--- config.mk ---
export PLATFORM = sky130hd
export DESIGN_NAME = bnn_neuron_seq
export DESIGN_NICKNAME = d
export VERILOG_FILES = /design/src/rtl/bnn_pkg.sv /design/src/rtl/bnn_acc_step.sv /design/src/rtl/bnn_neuron_seq.sv
export SDC_FILE = /design/constraint.sdc
export NUM_CORES = 1
export LEC_CHECK = 0
export CELL_PAD_IN_SITES_DETAIL_PLACEMENT = 1
export CELL_PAD_IN_SITES_GLOBAL_PLACEMENT = 2
export CORE_UTILIZATION = 26
export CTS_BUF_LIST = sky130_fd_sc_hd__clkbuf_4 sky130_fd_sc_hd__clkbuf_8
export DETAILED_ROUTE_END_ITERATION = 16
export PLACE_DENSITY_LB_ADDON = 0.1
export SYNTH_ARGS = -nofsm -noshare
export SYNTH_HDL_FRONTEND = slang
export SYNTH_SLANG_ARGS = --single-unit
--- constraint.sdc ---
create_clock -name clk -period 2 [get_ports clk]
set_input_delay 0.4 -clock clk [delete_from_list [all_inputs] [get_ports clk]]
set_output_delay 0.4 -clock clk [all_outputs]
set_load 0.05 [all_outputs]
--- src/rtl/bnn_pkg.sv ---
// Shared types and constants for the binarized-neuron accumulate sequencer.
package bnn_pkg;

    localparam int BNN_ACC_W = 12;
    localparam int BNN_LEN_W = 8;

    localparam logic [1:0] BNN_ST_IDLE = 2'd0;
    localparam logic [1:0] BNN_ST_ACC  = 2'd1;
    localparam logic [1:0] BNN_ST_DONE = 2'd2;

    typedef enum logic [1:0] {
        ST_IDLE = BNN_ST_IDLE,
        ST_ACC  = BNN_ST_ACC,
        ST_DONE = BNN_ST_DONE
    } bnn_state_e;

    // xnor-popcount: a matching (x, w) pair adds one, a mismatch subtracts one
    localparam logic BNN_OP_ADD1 = 1'b0;
    localparam logic BNN_OP_SUB1 = 1'b1;

endpackage

--- src/rtl/bnn_acc_step.sv ---
// Combinational +/-1 step on the signed accumulator with overflow detection.
// Optional macro BNN_ACC_SAT_EN: clamp at the signed limits instead of wrapping.
module bnn_acc_step
    import bnn_pkg::*;
#(
    parameter int ACC_W = BNN_ACC_W
) (
    input  logic [ACC_W-1:0] acc_i,
    input  logic             op_i,
    output logic [ACC_W-1:0] next_acc_o,
    output logic             ovf_o
);

    localparam logic [ACC_W-1:0] ACC_MAX = {1'b0, {(ACC_W-1){1'b1}}};
    localparam logic [ACC_W-1:0] ACC_MIN = {1'b1, {(ACC_W-1){1'b0}}};
    localparam logic [ACC_W-1:0] ACC_ONE = {{(ACC_W-1){1'b0}}, 1'b1};

    logic [ACC_W-1:0] raw;

    always_comb begin
        raw   = acc_i;
        ovf_o = 1'b0;
        if (op_i == BNN_OP_ADD1) begin
            raw   = acc_i + ACC_ONE;
            ovf_o = (acc_i == ACC_MAX);
        end else begin
            raw   = acc_i - ACC_ONE;
            ovf_o = (acc_i == ACC_MIN);
        end
`ifdef BNN_ACC_SAT_EN
        // an overflowing step only happens from the limit itself, so holding acc clamps it
        next_acc_o = ovf_o ? acc_i : raw;
`else
        next_acc_o = raw;
`endif
    end

endmodule

--- src/rtl/bnn_neuron_seq.sv ---
// Sequencer for one binarized-neuron evaluation: bias load, len +/-1 steps, result handshake.
// Optional macro BNN_ACC_SAT_EN selects saturating accumulation inside bnn_acc_step.
module bnn_neuron_seq
    import bnn_pkg::*;
#(
    parameter int ACC_W = BNN_ACC_W,
    parameter int LEN_W = BNN_LEN_W
) (
    input  logic             clk,
    input  logic             rst,
    input  logic             start_i,
    input  logic [LEN_W-1:0] len_i,
    input  logic [ACC_W-1:0] bias_i,
    input  logic             clr_i,
    input  logic             in_valid_i,
    output logic             in_ready_o,
    input  logic             in_x_i,
    input  logic             in_w_i,
    output logic             out_valid_o,
    input  logic             out_ready_i,
    output logic [ACC_W-1:0] acc_out_o,
    output logic             act_out_o,
    output logic             ovf_o,
    output logic             busy_o,
    output logic [1:0]       dbg_state_o
);

    // Handshakes: a transfer happens on a rising edge where valid and ready are both high;
    // ready/valid driven here come straight from the state register.

    localparam logic [LEN_W-1:0] CNT_ONE = {{(LEN_W-1){1'b0}}, 1'b1};

    bnn_state_e       state_q, state_d;
    logic [ACC_W-1:0] acc_q, acc_d;
    logic [LEN_W-1:0] cnt_q, cnt_d;
    logic             ovf_q, ovf_d;

    logic [ACC_W-1:0] step_acc;
    logic             step_ovf;

    bnn_acc_step #(.ACC_W(ACC_W)) u_step (
        .acc_i      (acc_q),
        .op_i       (in_x_i ^ in_w_i),
        .next_acc_o (step_acc),
        .ovf_o      (step_ovf)
    );

    always_comb begin
        state_d = state_q;
        acc_d   = acc_q;
        cnt_d   = cnt_q;
        ovf_d   = ovf_q;
        if (clr_i) begin
            state_d = ST_IDLE;
        end else begin
            case (state_q)
                ST_IDLE: begin
                    if (start_i) begin
                        acc_d   = bias_i;
                        cnt_d   = len_i;
                        ovf_d   = 1'b0;
                        state_d = (len_i != '0) ? ST_ACC : ST_DONE;
                    end
                end
                ST_ACC: begin
                    if (in_valid_i) begin
                        acc_d = step_acc;
                        ovf_d = ovf_q | step_ovf;
                        cnt_d = cnt_q - CNT_ONE;
                        if (cnt_q == CNT_ONE) state_d = ST_DONE;
                    end
                end
                ST_DONE: begin
                    if (out_ready_i) state_d = ST_IDLE;
                end
                default: state_d = ST_IDLE;
            endcase
        end
    end

    always_ff @(posedge clk or posedge rst) begin
        if (rst) begin
            state_q <= ST_IDLE;
            acc_q   <= '0;
            cnt_q   <= '0;
            ovf_q   <= 1'b0;
        end else begin
            state_q <= state_d;
            acc_q   <= acc_d;
            cnt_q   <= cnt_d;
            ovf_q   <= ovf_d;
        end
    end

    assign in_ready_o  = (state_q == ST_ACC);
    assign out_valid_o = (state_q == ST_DONE);
    assign busy_o      = (state_q != ST_IDLE);
    assign acc_out_o   = acc_q;
    assign act_out_o   = ~acc_q[ACC_W-1];
    assign ovf_o       = ovf_q;
    assign dbg_state_o = state_q;

endmodule

### Yosys cells after proc, flatten, opt, wreduce, memory -nomap -nowiden

Index checks and enable logic that the tools add are counted.

* add/sub/neg operators: 3
* equality and inequality tests: 11
* mux-type cells: 18
* bitwise gates (word level): 4
* reductions and logical operators: 6

Operators by type and width (number)
* $mux 12: 3
* $pmux 12 s2: 1
* $mux 8: 2
* $pmux 8 s2: 1
* $add 12x1->12 const B: 1
* $eq 12x11->1 const B: 1
* $eq 12x12->1 const B: 1
* $mux 2: 6
* $sub 12x1->12 const B: 1
* $eq 8x1->1 const B: 1
* $reduce_and 4->1: 2
* $reduce_bool 8->1: 1
* $sub 8x1->8 const B: 1
* $ne 3x2->1 const B: 2
* $ne 3x3->1 const B: 2
* $pmux 2 s3: 1
* $ne 2x2->1 const B: 2
* $reduce_bool 2->1: 2
* $mux 1: 3
* $eq 2x1->1 const B: 1
* $eq 2x2->1 const B: 1
* $logic_not 2->1: 1
* $not 1->1: 2
* $pmux 1 s2: 1
* other kinds (2): 2

* bits in registers: 23
* bits of input ports: 28
* output and inout bits: 19

### Depth between registers and ports, before layout

* depth after elaboration: 5
* depth in mapped cells: 8

### Modules after synthesis

Synthesis repeated with hierarchy kept, for this count alone.

* cells, all modules: 211
* area total of the unflattened synthesis: 1814.2 um^2

By module, submodules not included
* bnn_neuron_seq: instances 1, cells each 138, area an instance 1273.7 um^2, sequential area each 575.6 um^2
* bnn_acc_step: instances 1, cells each 73, area an instance 540.5 um^2, sequential area each 0.0 um^2

### Least setup slack after synthesis

OpenSTA, ideal clock, no wires.

* path type: input port to flip-flop
* from: input port in_w_i
* to: register acc_q[10] (netlist: acc_out_o[10])
* setup time: 0.121 ns
* data arrival time: 2.798 ns
* data required time: 1.879 ns
* slack: -0.919 ns
* stages on the path: 7
* path buffers: 0
* cells stage by stage: xor2_1 -> ha_1 -> a21o_1 -> a221o_1 -> a311oi_1 -> mux2i_1 -> nor2_1

* word-level cells in the longest chain between the ends: 4

RTL lines
* start, declared: line bnn_neuron_seq.sv:18 `input logic in_w_i,`
* $xor 1x1->1: line bnn_neuron_seq.sv:43 `.op_i (in_x_i ^ in_w_i),`
* $mux 12: line bnn_acc_step.sv:23 `if (op_i == BNN_OP_ADD1) begin`
* $mux 12: line bnn_neuron_seq.sv:66 `if (in_valid_i) begin`
* $pmux 12 s2: line bnn_neuron_seq.sv:56 `case (state_q)`
* end signal, assigned: line bnn_neuron_seq.sv:84 `acc_q <= '0;`
* end signal, assigned: line bnn_neuron_seq.sv:89 `acc_q <= acc_d;`
* end, declared: line bnn_neuron_seq.sv:34 `logic [ACC_W-1:0] acc_q, acc_d;`

No other way between the ends. The select of a mux whose other input is x is not followed.
A chain may end at the register's enable or synchronous reset.

### Worst setup path after layout

* from: input port in_x_i
* to: register acc_q[10] (netlist: acc_out_o[10])

* word-level cells in the longest chain between the ends: 4

RTL lines
* start, declared: line bnn_neuron_seq.sv:17 `input logic in_x_i,`
* $xor 1x1->1: line bnn_neuron_seq.sv:43
* $mux 12: line bnn_acc_step.sv:23
* $mux 12: line bnn_neuron_seq.sv:66
* $pmux 12 s2: line bnn_neuron_seq.sv:56

No other way between the ends. The select of a mux whose other input is x is not followed.

==> key figures <==
Worst setup path
  – Setup crit start kind: primary input
  – Worst r2r dst: acc_out_o[10]$_DFFE_PP0P_
  – R2r worst-path depth: 6
  – CP Class: in2reg
  – R2r setup slk: -20 ps
  – Data arrival time of the worst path: 2250 ps
  – Largest stage delay on the critical path: 370 ps
  – Worst path cell trace: buf_8 > xor2_4 > buf_12 > ha_4 > a21o_1 > a221o_1 > a311oi_2 > mux2i_1 > nor2_1
  – Worst path slowest cell: a221o_1
  – Crit path max fanout: 7
  – Critical Path Sink Type: flip-flop
  – Worst reg2reg startpoint: acc_out_o[1]$_DFFE_PP0P_
  – CP Data Required Time: 2180 ps

Layout
  – Final instance area: 2920 um2
  – Nets: 356
  – Fraction of layout cells with a size suffix above 1: 29.0%
  – N_diodes: 0
  – Area delta synth->final: 60.3%

Synthesis
  – Post-synth top area share: 31.6%
  – Main area contributors after synthesis: dfrtp_1, ha_1, a21oi_1
  – Top-count cell post-synth: a21oi_1
  – Syn_nets: 267
  – YS warnings: 0
  – Ys flop type: dfrtp_1
  – Yosys top cell by area: dfrtp_1
  – Netlist cell types: 46
  – Syn avg cell area: 8.21 um2
  – Synthesized area: 1820 um2
  – Post-synth EDFFs: 0
  – Commonest cells post-synth: a21oi_1, dfrtp_1, nand2_1, nor2_1, ha_1
  – Async set-reset flop share out of synthesis: 100%
  – Post-synthesis sequential area ratio: 31.6%
  – Seq cells post-synth: 23
  – Mapped Cells: 222

Floorplanning
  – Chip width: 85.7 um
  – Cell Rows: 30
  – Initial Util: 26.8%
  – Die Y: 85.7 um
  – Die area: 7350 um2
  – CORE AREA: 6790 um2
  – IO Pins: 47

STA
  – RSZ-0062 raised after global routing: true
  – Final Hold Vio Count: 0
  – Final WS setup: -75.3 ps
  – Worst slew margin: 66.1%
  – TNS Setup: -165 ps
  – Final setup vio count: 3
  – Period utilization: 104%
  – Tightest Pin Transition: 507 ps
  – Max Slew Vio Count: 0
  – Final min period: 2080 ps
  – Achievable Freq: 482 MHz
  – Final Skew: 7.01 ps

Power and ir drop
  – Max rail drop VDD: 530 uV
  – Pwr dens: 1300 nW/um2
  – Leakage power: 0.00127 uW
  – Total power: 3790 uW

Clocking
  – CTS buffer count: 3
  – Clk root buf: clkbuf_8
  – # H-tree levels: 1
  – Clk slew on worst S/H paths: 100 ps
  – Worst-skew pair later-pin latency: 280 ps
  – Sink Count: 23
  – Cts hold-fix bufs: 0
  – Max clock buf depth: 2
  – TritonCTS clock tree: yes

Drt
  – Final ANT Viol Nets: 0
  – Routed vias/inst: 4.86
  – WL per Instance: 15.6 um
  – Drt first pass iters: 4
  – Via count: 1973
  – Initial DRC Count: 69
  – Final WL: 6330 um
  – # DRC: 0

Run status
  – Outcome: complete, but fails checks
  – Failing checks: negative setup slack

Place
  – GP Congestion: 0.847
  – Post-DP HPWL: 4630 um
  – Post-Place Worst Slack: -1000 ps
  – I/O Buffers: 46
  – Post-place instance area: 2680 um2

Global route
  – First-pass GRT wire length: 10100 um
  – Total gr overflow: 0
  – GRT Util Overall: 17.7%
  – Largest net degree at the start of global routing: 29
  – Vias in the first global route: 1952
  – Initial antenna violation count: 0

Flow run
  – Max-cap violation count: 0

Hold path
  – Tightest Hold Check Type: in2async
per-layer routing:
metal	vias to the layer above	track usage [%]	share of wire (%)	wire length (um)
met1	952	26.4	52	3270
met3	2	1.64	2.3	146
met4	0	4.09	0.47	30
met2	33	27.7	45	2880
met5	-	0	0	0
li1	986	-	-	-
cells in the final DEF, fill, tap and decap left out, drive strengths merged, types with 4 or more instances in the layout:
master,count
inv,5
nor2,18
and3,6
xnor2,4
nor3,7
a21oi,26
a31oi,6
ha,16
nand2,23
dfrtp,23
nand3,13
xor2,5
a21o,4
o21ai,12
nand2b,6
buf,64
clkdlybuf4s50,30
cell families (layout without fill, tap and decap cells):
kind of cell | after synthesis | in the layout | share of synthesized area [%]
buffers and inverters | 16 | 104 | 3.43
AO/OA/AOI/OAI | 66 | 66 | 22.2
adder cells (fa/ha/maj) | 17 | 17 | 12.1
XOR/XNOR | 9 | 9 | 4.33
AND/OR/NAND/NOR | 89 | 89 | 25.3
multiplexers | 2 | 2 | 1.10
flip-flops | 23 | 23 | 31.6
power by group:
group | internal, uW | switching (uW) | leakage, uW
clock network | 140 | 183 | 0.0000255
logic | 1230 | 1430 | 0.000966
registers | 626 | 185 | 0.000274
flip-flops by register name, summed over array words and instances, names as in the netlist:
signal,cells
dbg_state_o,2
ovf_o,1
cnt_q,8
acc_out_o,12
worst max-delay path: cells and delay by family:
family	cells	cell delay, ps
fa+ha+maj	1	190
mux	1	210
compound gates	3	800
xor+xnor	1	340
simple gates	1	50
buf+inv	2	260
final cells by class:
class	instances	area, um2
Fill cell	796	3870
Clock inverter	1	5.00
Tap cell	96	120
Timing Repair Buffer	94	820
Clock buffer	3	41.3
Inverter	6	22.5
Sequential cell	23	576
Multi-Input combinational cell	183	1340
what timing repair did:
| action | CTS | global route |
|---|---|---|
| gates resized for setup | 19 | 13 |
| pin swaps | 9 | 11 |
| setup buffers | 5 | 6 |
| endpoints found under the setup margin | 10 | 8 |
how the worst max path moves through the flow:
stage                start                   endpoint  slack (ps)  cells after the start
floorplan           in_x_i  acc_out_o[10]$_DFFE_PP0P_        -330                      7
global placement    in_x_i  acc_out_o[10]$_DFFE_PP0P_        -980                      9
detailed placement  in_x_i  acc_out_o[10]$_DFFE_PP0P_       -1000                      9
CTS                 in_w_i  acc_out_o[10]$_DFFE_PP0P_         -90                      9
global route        in_x_i  acc_out_o[10]$_DFFE_PP0P_        -160                      9
finish              in_x_i  acc_out_o[10]$_DFFE_PP0P_         -80                      9
through the flow:
| step | hold WS [ps] | instances | util, % |
|---|---|---|---|
| 5_1_grt | 513 | 406 | 43.0 |
| 2_1_floorplan | 402 | 222 | - |
| 3_5_place_dp | 511 | 391 | 39.4 |
| 4_1_cts | 485 | 400 | 41.2 |
| 6_report | 477 | 406 | 43.0 |
| 3_3_place_gp | 503 | 391 | 39.4 |
Power figures use the tool's default switching activity.
